`src/rtl/id_ex_reg.sv`:
```
// id_ex_reg: ID/EX pipeline register with flush, stall, bubble counting and optional load-use bubble insertion.
// Build with LOAD_USE_HAZARD_EN defined to enable load-use detection; otherwise LoadUseStall is tied low.
module id_ex_reg (
  input  logic        clk,
  input  logic        reset,
  input  logic        Flush,
  input  logic        Stall,
  input  logic [3:0]  ID_ALUOp,
  input  logic [5:0]  ID_Funct,
  input  logic [4:0]  ID_Shamt,
  input  logic [4:0]  ID_Rs,
  input  logic [4:0]  ID_Rt,
  input  logic [4:0]  ID_Rd,
  input  logic [31:0] ID_RsData,
  input  logic [31:0] ID_RtData,
  input  logic [31:0] ID_Imm,
  input  logic [31:0] ID_PC,
  input  logic [7:0]  ID_Ctrl,
  output logic [3:0]  EX_ALUOp,
  output logic [5:0]  EX_Funct,
  output logic [4:0]  EX_Shamt,
  output logic [4:0]  EX_Rs,
  output logic [4:0]  EX_Rt,
  output logic [4:0]  EX_Rd,
  output logic [31:0] EX_RsData,
  output logic [31:0] EX_RtData,
  output logic [31:0] EX_Imm,
  output logic [31:0] EX_PC,
  output logic [7:0]  EX_Ctrl,
  output logic        LoadUseStall,
  output logic [15:0] BubbleCount
);
  logic [165:0] ex_d, ex_q, id_bus;
  logic [15:0]  bubble_count_d, bubble_count_q;
  logic         bubble;
  assign id_bus = {ID_ALUOp, ID_Funct, ID_Shamt, ID_Rs, ID_Rt, ID_Rd,
                   ID_RsData, ID_RtData, ID_Imm, ID_PC, ID_Ctrl};
  assign {EX_ALUOp, EX_Funct, EX_Shamt, EX_Rs, EX_Rt, EX_Rd,
          EX_RsData, EX_RtData, EX_Imm, EX_PC, EX_Ctrl} = ex_q;
  assign BubbleCount = bubble_count_q;
`ifdef LOAD_USE_HAZARD_EN
  assign LoadUseStall = EX_Ctrl[6] && EX_Rt != 5'd0 && (EX_Rt == ID_Rs || EX_Rt == ID_Rt);
`else
  assign LoadUseStall = 1'b0;
`endif
  // Flush squashes even a stalled stage; a load-use bubble only happens when the stage is free to move.
  always_comb begin
    bubble = Flush || (!Stall && LoadUseStall);
    ex_d = (reset || bubble) ? '0 : Stall ? ex_q : id_bus;
    bubble_count_d = reset ? 16'd0
                   : (bubble && bubble_count_q != 16'hFFFF) ? bubble_count_q + 16'd1
                   : bubble_count_q;
  end
  always_ff @(posedge clk) begin
    ex_q <= ex_d;
    bubble_count_q <= bubble_count_d;
  end
endmodule

```
`config.mk`:
```
export PLATFORM = sky130hd
export DESIGN_NAME = id_ex_reg
export DESIGN_NICKNAME = d
export VERILOG_FILES = /design/src/rtl/id_ex_reg.sv
export SDC_FILE = /design/constraint.sdc
export NUM_CORES = 1
export LEC_CHECK = 0
export ABC_AREA = 1
export CAP_MARGIN = 20
export CORE_AREA = 5 5 138 140
export DETAILED_ROUTE_END_ITERATION = 6
export DIE_AREA = 0 0 143 145
export GPL_TIMING_DRIVEN = 1
export MAX_ROUTING_LAYER = met4
export PLACE_DENSITY = 0.78
export SLEW_MARGIN = 25
export SYNTH_ARGS = -nofsm -noshare
export SYNTH_HDL_FRONTEND = slang
export SYNTH_SLANG_ARGS = --single-unit
```
`constraint.sdc`:
```
create_clock -name clk -period 1.5 [get_ports clk]
set_input_delay 0.225 -clock clk [delete_from_list [all_inputs] [get_ports clk]]
set_output_delay 0.225 -clock clk [all_outputs]
set_load 0.01 [all_outputs]
```
==> impl_results.md, run 1 <==
- Outcome: finished clean
- Pwr dens: 981 nW/um^2
- # Post-CTS Setup Buffers: 0
- Skew final: a little over 0.01 ns
- Total core area: 17,700 sq um
- Clock power frac: a little over 40%
- Most frequent cells in the layout: 365 x nand2_1, 182 x dlygate4sd2_1, 175 x a21oi_1, 171 x dfxtp_1, 168 x clkdlybuf4s50_1
- Seq pwr share: 46.2%
- Max clock buf depth: 2
- Worst Path Required: around 1.3 ns
- Synthesized flop and latch total: 182
- Net Sw Frac: 24.5%
- Initial Util: 37.9%
- Final hold vios: 0
- Final Hold Slack: about 0.25 ns
- DIE WIDTH: 143 microns
- CP Class: flop to output port
- Post-route ant nets: 0
- Tmin final: 1.42 ns
- Hold-fix buffers, CTS: 0
- DRT Wirelength: 23.5 mm
- DRT Pass-1 Iters: 5
- GRT Overall Usage: 22.3%
- Leak: 5.01 nW
- Max-slew violation count: 0
- Final period util: between 90% and 100%
- Most common cell after layout, fill and taps aside: nand2_1
- Critical path's slowest cell: dfxtp_1
- Register area share after synthesis: between 50 and 60%
- Yosys warns: 0
- NetSw: 0.00267 W
- Fillers: 1,558
- Final setup TNS: 0 ns
- Layout area overhead: 65.6%
- Post-DP HPWL: 17.5 mm
- Clk sinks: 182
- H-tree depth: 4
- Utilization after layout: 62.7%
- CTS Buf Count: 17
- MaxCap Viol Count: 0
- Reg2reg path depth: 6
- RePlAce Congestion: 0.869
- DR vias: 6,981
- Synthesized area: 6710 sq um
- Post-layout nets: 1,401
- Antenna violations before repair: 0
- Die Ht: 145 microns
- Crit path cell chain: buf_4 > dlygate4sd2_1
- Final setup fails: 0
- Post-Syn Instances: 883
- Number of global-route vias before repair: 6,597
- Crit Path Max Fanout: 4
- Rows: 49
- Worst setup EP type: output port
- Antenna Cells: 0
- Clock Pin Slew Worst Setup and Hold Paths: 0.07 ns
- CP max stage delay: 0.34 ns
- F_max: 0.703 GHz
- DRC viols: 0
- VDD IR-drop max: roughly 770 uV
- Critical Path AT: about 1.2 ns
- Die area: 20,700 sq um
- I/O Buffers: about 350
- Share of post-route cells with drive strength above 1: slightly below 9%
- Final Power: 0.0109 W
- Register area: 3660 sq um
- Syn nets: 1,054
- Clk_lat worst skew: 0.42 ns
- Grt ovf: 0
- First-pass GRT wire length: 35.8 mm
- Hold/Removal Path Class: input pin to flop
- DR WL/cell: 16.0 microns
- Internal power: 0.00823 W
- Root Buffer: clkbuf_16
- Area of the multi-input gates: 2760 sq um
- Fin cells: 1,472
- RSZ-0062 raised after global routing: true
- CTS tree: done
- Ports: between 300 and 400
- Hold depth: 5
- Avg Vias per Cell: 4.74
- Distinct cells, synth: 24
- Combinational Power Share: 12.2%
- Avg Inst Size Synth: around 7.6 sq um
- Drt initial violations: 376
- Cells after DPL: ~1,400
- Maximum number of pins on one net before global-route repair: 70
- Type of origin of the critical path: flop
-- metal layers --
metal,track usage [%],vias to the layer above,part of all wire [%]
li1,-,3514,-
met1,25.4,3166,39
met2,37.5,259,50
met3,6.02,42,8.5
met4,7.79,0,2.3
met5,-,-,0
-- layout make-up --
type / count / area share (%)
clock buffer: 19 / 3.90
clock inverter: 13 / 1.45
inverter: 16 / 0.563
multi-input combinational: 628 / 24.8
sequential: 182 / 32.9
tap: 229 / 2.58
timing repair buffer: 385 / 33.8
-- worst max-delay path, delay by kind of cell (launching register included) --
kind,cells,cell delay [ns]
flip-flops,1,0.34
buffers and inverters,2,0.44
-- registers in the layout (all words and copies together), names as in the netlist --
register     cells
BubbleCount     16
ex_q           166
-- power by group through the flow --
stage	logic [W]	registers, W	clock network, W
finish	0.00133	0.00504	0.00453
global route	0.00144	0.00506	0.00483
CTS	0.00135	0.00504	0.00462
detailed placement	0.00144	0.00516	0
global placement	0.00142	0.00515	0
floorplan	0.000403	0.00523	0
-- kinds of logic (layout without fill, tap and decap cells) --
kind of cell,after synthesis,count (layout),share of synthesized area [%]
buffers and inverters,73,433,4.85
DFF,182,182,54.3
AOI/OAI and AO/OA,180,180,13.4
adders and majority gates,1,1,0.186
and+or+nand+nor,445,445,27.1
xor gates and xnor gates,1,1,0.131
other,1,1,0.0559
-- worst paths after layout --
kind / endpoint / slack (ns) / start
worst max-delay path: BubbleCount[0] / 0.08 / BubbleCount[0]
worst min-delay path: ex_q[54] / 0.25 / Stall
worst max register to register: BubbleCount[3] / 0.13 / BubbleCount[0]
worst min register to register: ex_q[13] / 0.46 / ex_q[13]
-- synth_stat cells --
master	instances	area share [%]
a21oi_1	176	13
buf_1	6	0.34
buf_2	35	2.6
buf_4	2	0.22
clkbuf_1	14	0.78
conb_1	1	0.056
dfxtp_1	182	54
ha_1	1	0.19
inv_1	10	0.56
inv_2	6	0.34
nand2_1	366	20
nand2_2	8	0.75
nand2_4	2	0.34
nand3_1	11	0.82
nand3_2	2	0.30
nand3_4	2	0.52
nand3b_1	1	0.11
nand4_1	5	0.47
nor2_1	39	2.2
nor2_2	4	0.37
nor2_4	4	0.67
nor3_1	1	0.074
o21ai_0	4	0.30
xor2_1	1	0.13
-- metrics by stage --
step	cell area, sq um	setup WS, ns
after global placement	10700	0.0585
after global routing	11100	-0.0157
after detailed placement	10700	-0.0228
after CTS	11100	0.0594
final	11100	0.0784
after floorplan	6710	0.0697
-- repair_timing --
item,in CTS,in global routing
endpoints found under the setup margin,182,13
pin swaps,0,1
endpoints found under the hold margin,0,0
gates resized for setup,194,3
No activity file was read; power rests on OpenSTA's default activity.
==> run 2: changes to the inputs <==
--- a/config.mk
+++ b/config.mk
@@ -7,12 +7,13 @@
 export LEC_CHECK = 0
 export ABC_AREA = 1
 export CAP_MARGIN = 20
-export CORE_AREA = 5 5 138 140
+export CORE_AREA = 5 5 134 136
+export CTS_BUF_LIST = sky130_fd_sc_hd__clkbuf_8
 export DETAILED_ROUTE_END_ITERATION = 6
-export DIE_AREA = 0 0 143 145
+export DIE_AREA = 0 0 139 141
 export GPL_TIMING_DRIVEN = 1
 export MAX_ROUTING_LAYER = met4
-export PLACE_DENSITY = 0.78
+export PLACE_DENSITY = 0.82
 export SLEW_MARGIN = 25
 export SYNTH_ARGS = -nofsm -noshare
 export SYNTH_HDL_FRONTEND = slang
==> impl_results.md, run 2 (synthesis gave the netlist of run 1 again) <==
- Clock power frac: 33.6%
- Seq pwr share: a little over half
- Combinational Power Share: 13.6%
- Maximum number of pins on one net before global-route repair: 89
- CP max stage delay: 0.41 ns
- Antenna violations before repair: 0
- Crit Path Max Fanout: 6
- RSZ-0062 raised after global routing: false
- Number of global-route vias before repair: ~6,400
- DRT Wirelength: 22.6 mm
- Post-cts repair resize count: 198
- Area of the multi-input gates: 2760 sq um
- Post-route ant nets: 0
- Drt initial violations: 402
- Root Buffer: clkbuf_8
- Critical path's slowest cell: dfxtp_2
- DR vias: roughly 7,000
- F_max: between 0.7 and 0.8 GHz
- HP Start: Stall
- Fillers: 1,465
- Grt ovf: 0
- GRT Overall Usage: around 22%
- Post-layout nets: around 1,400
- Post-DP HPWL: 16.8 mm
- Die area: 19,600 sq um
- Register area: 3670 sq um
- Post-route setup slack: 0.105 ns
- I/O Buffers: approximately 350
- Leak: 4.88 nW
- Final hold vios: 0
- Clk_lat worst skew: 0.46 ns
- Most frequent cells in the layout: 365 x nand2_1, 180 x dlygate4sd2_1, 176 x a21oi_1, 169 x dfxtp_1, 168 x clkdlybuf4s50_1
- Tmin final: 1.40 ns
- R2R Setup Slk: between 0.1 and 0.15 ns
- Crit path max-delay family: flip-flops
- Pwr dens: 882 nW/um^2
- Max clock buf depth: 2
- Critical Path AT: 1.17 ns
- Internal power: 0.00696 W
- H-tree depth: 4
- Die Ht: 141 microns
- Crit path cell chain: dlygate4sd2_1
- Clock Pin Slew Worst Setup and Hold Paths: 0.10 ns
- Max-slew violation count: 0
- DRC viols: 0
- MaxCap Viol Count: 0
- Skew final: 0.0228 ns
- Post-place setup slack: -0.00514 ns
- Min-Delay Endpoint: ex_q[30]
- Reg-to-Reg End: BubbleCount[1]
- Total core area: 16,800 sq um
- Hold depth: 4
- Worst Path Buf+Inv: 1
- CTS tree: done
- # Post-CTS Setup Buffers: 0
- Outcome: finished clean
- Most common cell after layout, fill and taps aside: nand2_1
- Net Sw Frac: between 20% and 30%
- Layout area overhead: 61.0%
- RePlAce Congestion: approximately 0.91
- Antenna Cells: 0
- Reg2reg path depth: 8
- Ports: around 350
- Final setup fails: 0
- Share of post-route cells with drive strength above 1: just under 9%
- Hold/Removal Path Class: input pin to flop
- Avg Vias per Cell: 4.75
- Worst reg2reg startpoint: BubbleCount[1]
- Reg with most FFs: ex_q
- Final period util: between 90% and 100%
- Initial Util: 39.9%
- VDD IR-drop max: between 500 and 600 uV
- Final setup TNS: 0 ns
- Hold-fix buffers, CTS: 0
- CTS Buf Count: 17
- Worst setup EP type: output port
- Worst Path Required: approximately 1.3 ns
- First-pass GRT wire length: 34.4 mm
- Rows: 48
- DRT Pass-1 Iters: 5
- NetSw: between 0.002 and 0.003 W
- Type of origin of the critical path: flop
- DR WL/cell: 15.5 microns
- CP Class: flop to output port
- Clk sinks: 182
- Max FFs per register: between 150 and 200
- DIE WIDTH: 139 microns
## run 2: how the worst max path moves through the flow
stage                                  to  cells past startpoint            start  slack (ns)
after floorplan           BubbleCount[13]                      6   BubbleCount[1]        0.07
after global placement    BubbleCount[14]                      6            Flush        0.05
after detailed placement  BubbleCount[14]                      6            Flush      -0.005
after CTS                  BubbleCount[1]                      2   BubbleCount[1]       0.007
after global routing       BubbleCount[0]                      8   BubbleCount[0]        0.01
final                     BubbleCount[13]                      1  BubbleCount[13]        0.10
## run 2: power groups by stage
stage          registers (W)  logic, W  clock network, W
2_1_floorplan        0.00523  0.000403                 0
3_3_place_gp         0.00515   0.00139                 0
3_5_place_dp         0.00516   0.00140                 0
4_1_cts              0.00503   0.00131           0.00329
5_1_grt              0.00505   0.00140           0.00351
6_report             0.00503   0.00130           0.00320
## run 2: per-layer routing
layer  track usage (%)  vias up  routed length [microns]
met5                 -        -                        0
met4              8.81        0                      637
met3              5.97       41                     1480
met2              36.9      271                    11100
met1              26.4     3143                     9390
li1                  -     3499                        -
## run 2: layout make-up
cell class	count	share of cell area, %
clock inverters	14	1.24
well taps	225	2.61
inverters	16	0.579
repair buffers	380	33.8
clock buffers	18	2.29
multi-input cells	628	25.5
flip-flops and latches	182	33.9
## run 2: per-stage QoR
stage                     hold slack (ns)  std cells  cell area, sq um  power (W)  utilization, %
final                               0.303       1463             10800    0.00953            64.3
after detailed placement            0.451       1431             10600    0.00656            63.2
after floorplan                     0.294        883              6710    0.00563               -
after global placement              0.447       1431             10600    0.00654            63.2
after CTS                           0.274       1463             10800    0.00963            64.3
after global routing                0.268       1463             10800    0.00997            64.3
==> run 3: changes to the inputs <==
--- a/config.mk
+++ b/config.mk
@@ -6,7 +6,7 @@
 export NUM_CORES = 1
 export LEC_CHECK = 0
 export ABC_AREA = 1
-export CAP_MARGIN = 20
+export CAP_MARGIN = 10
 export CORE_AREA = 5 5 134 136
 export CTS_BUF_LIST = sky130_fd_sc_hd__clkbuf_8
 export DETAILED_ROUTE_END_ITERATION = 6
==> results of run 3 <==
The final DEF is identical to that of run 2; final timing and power are the same.
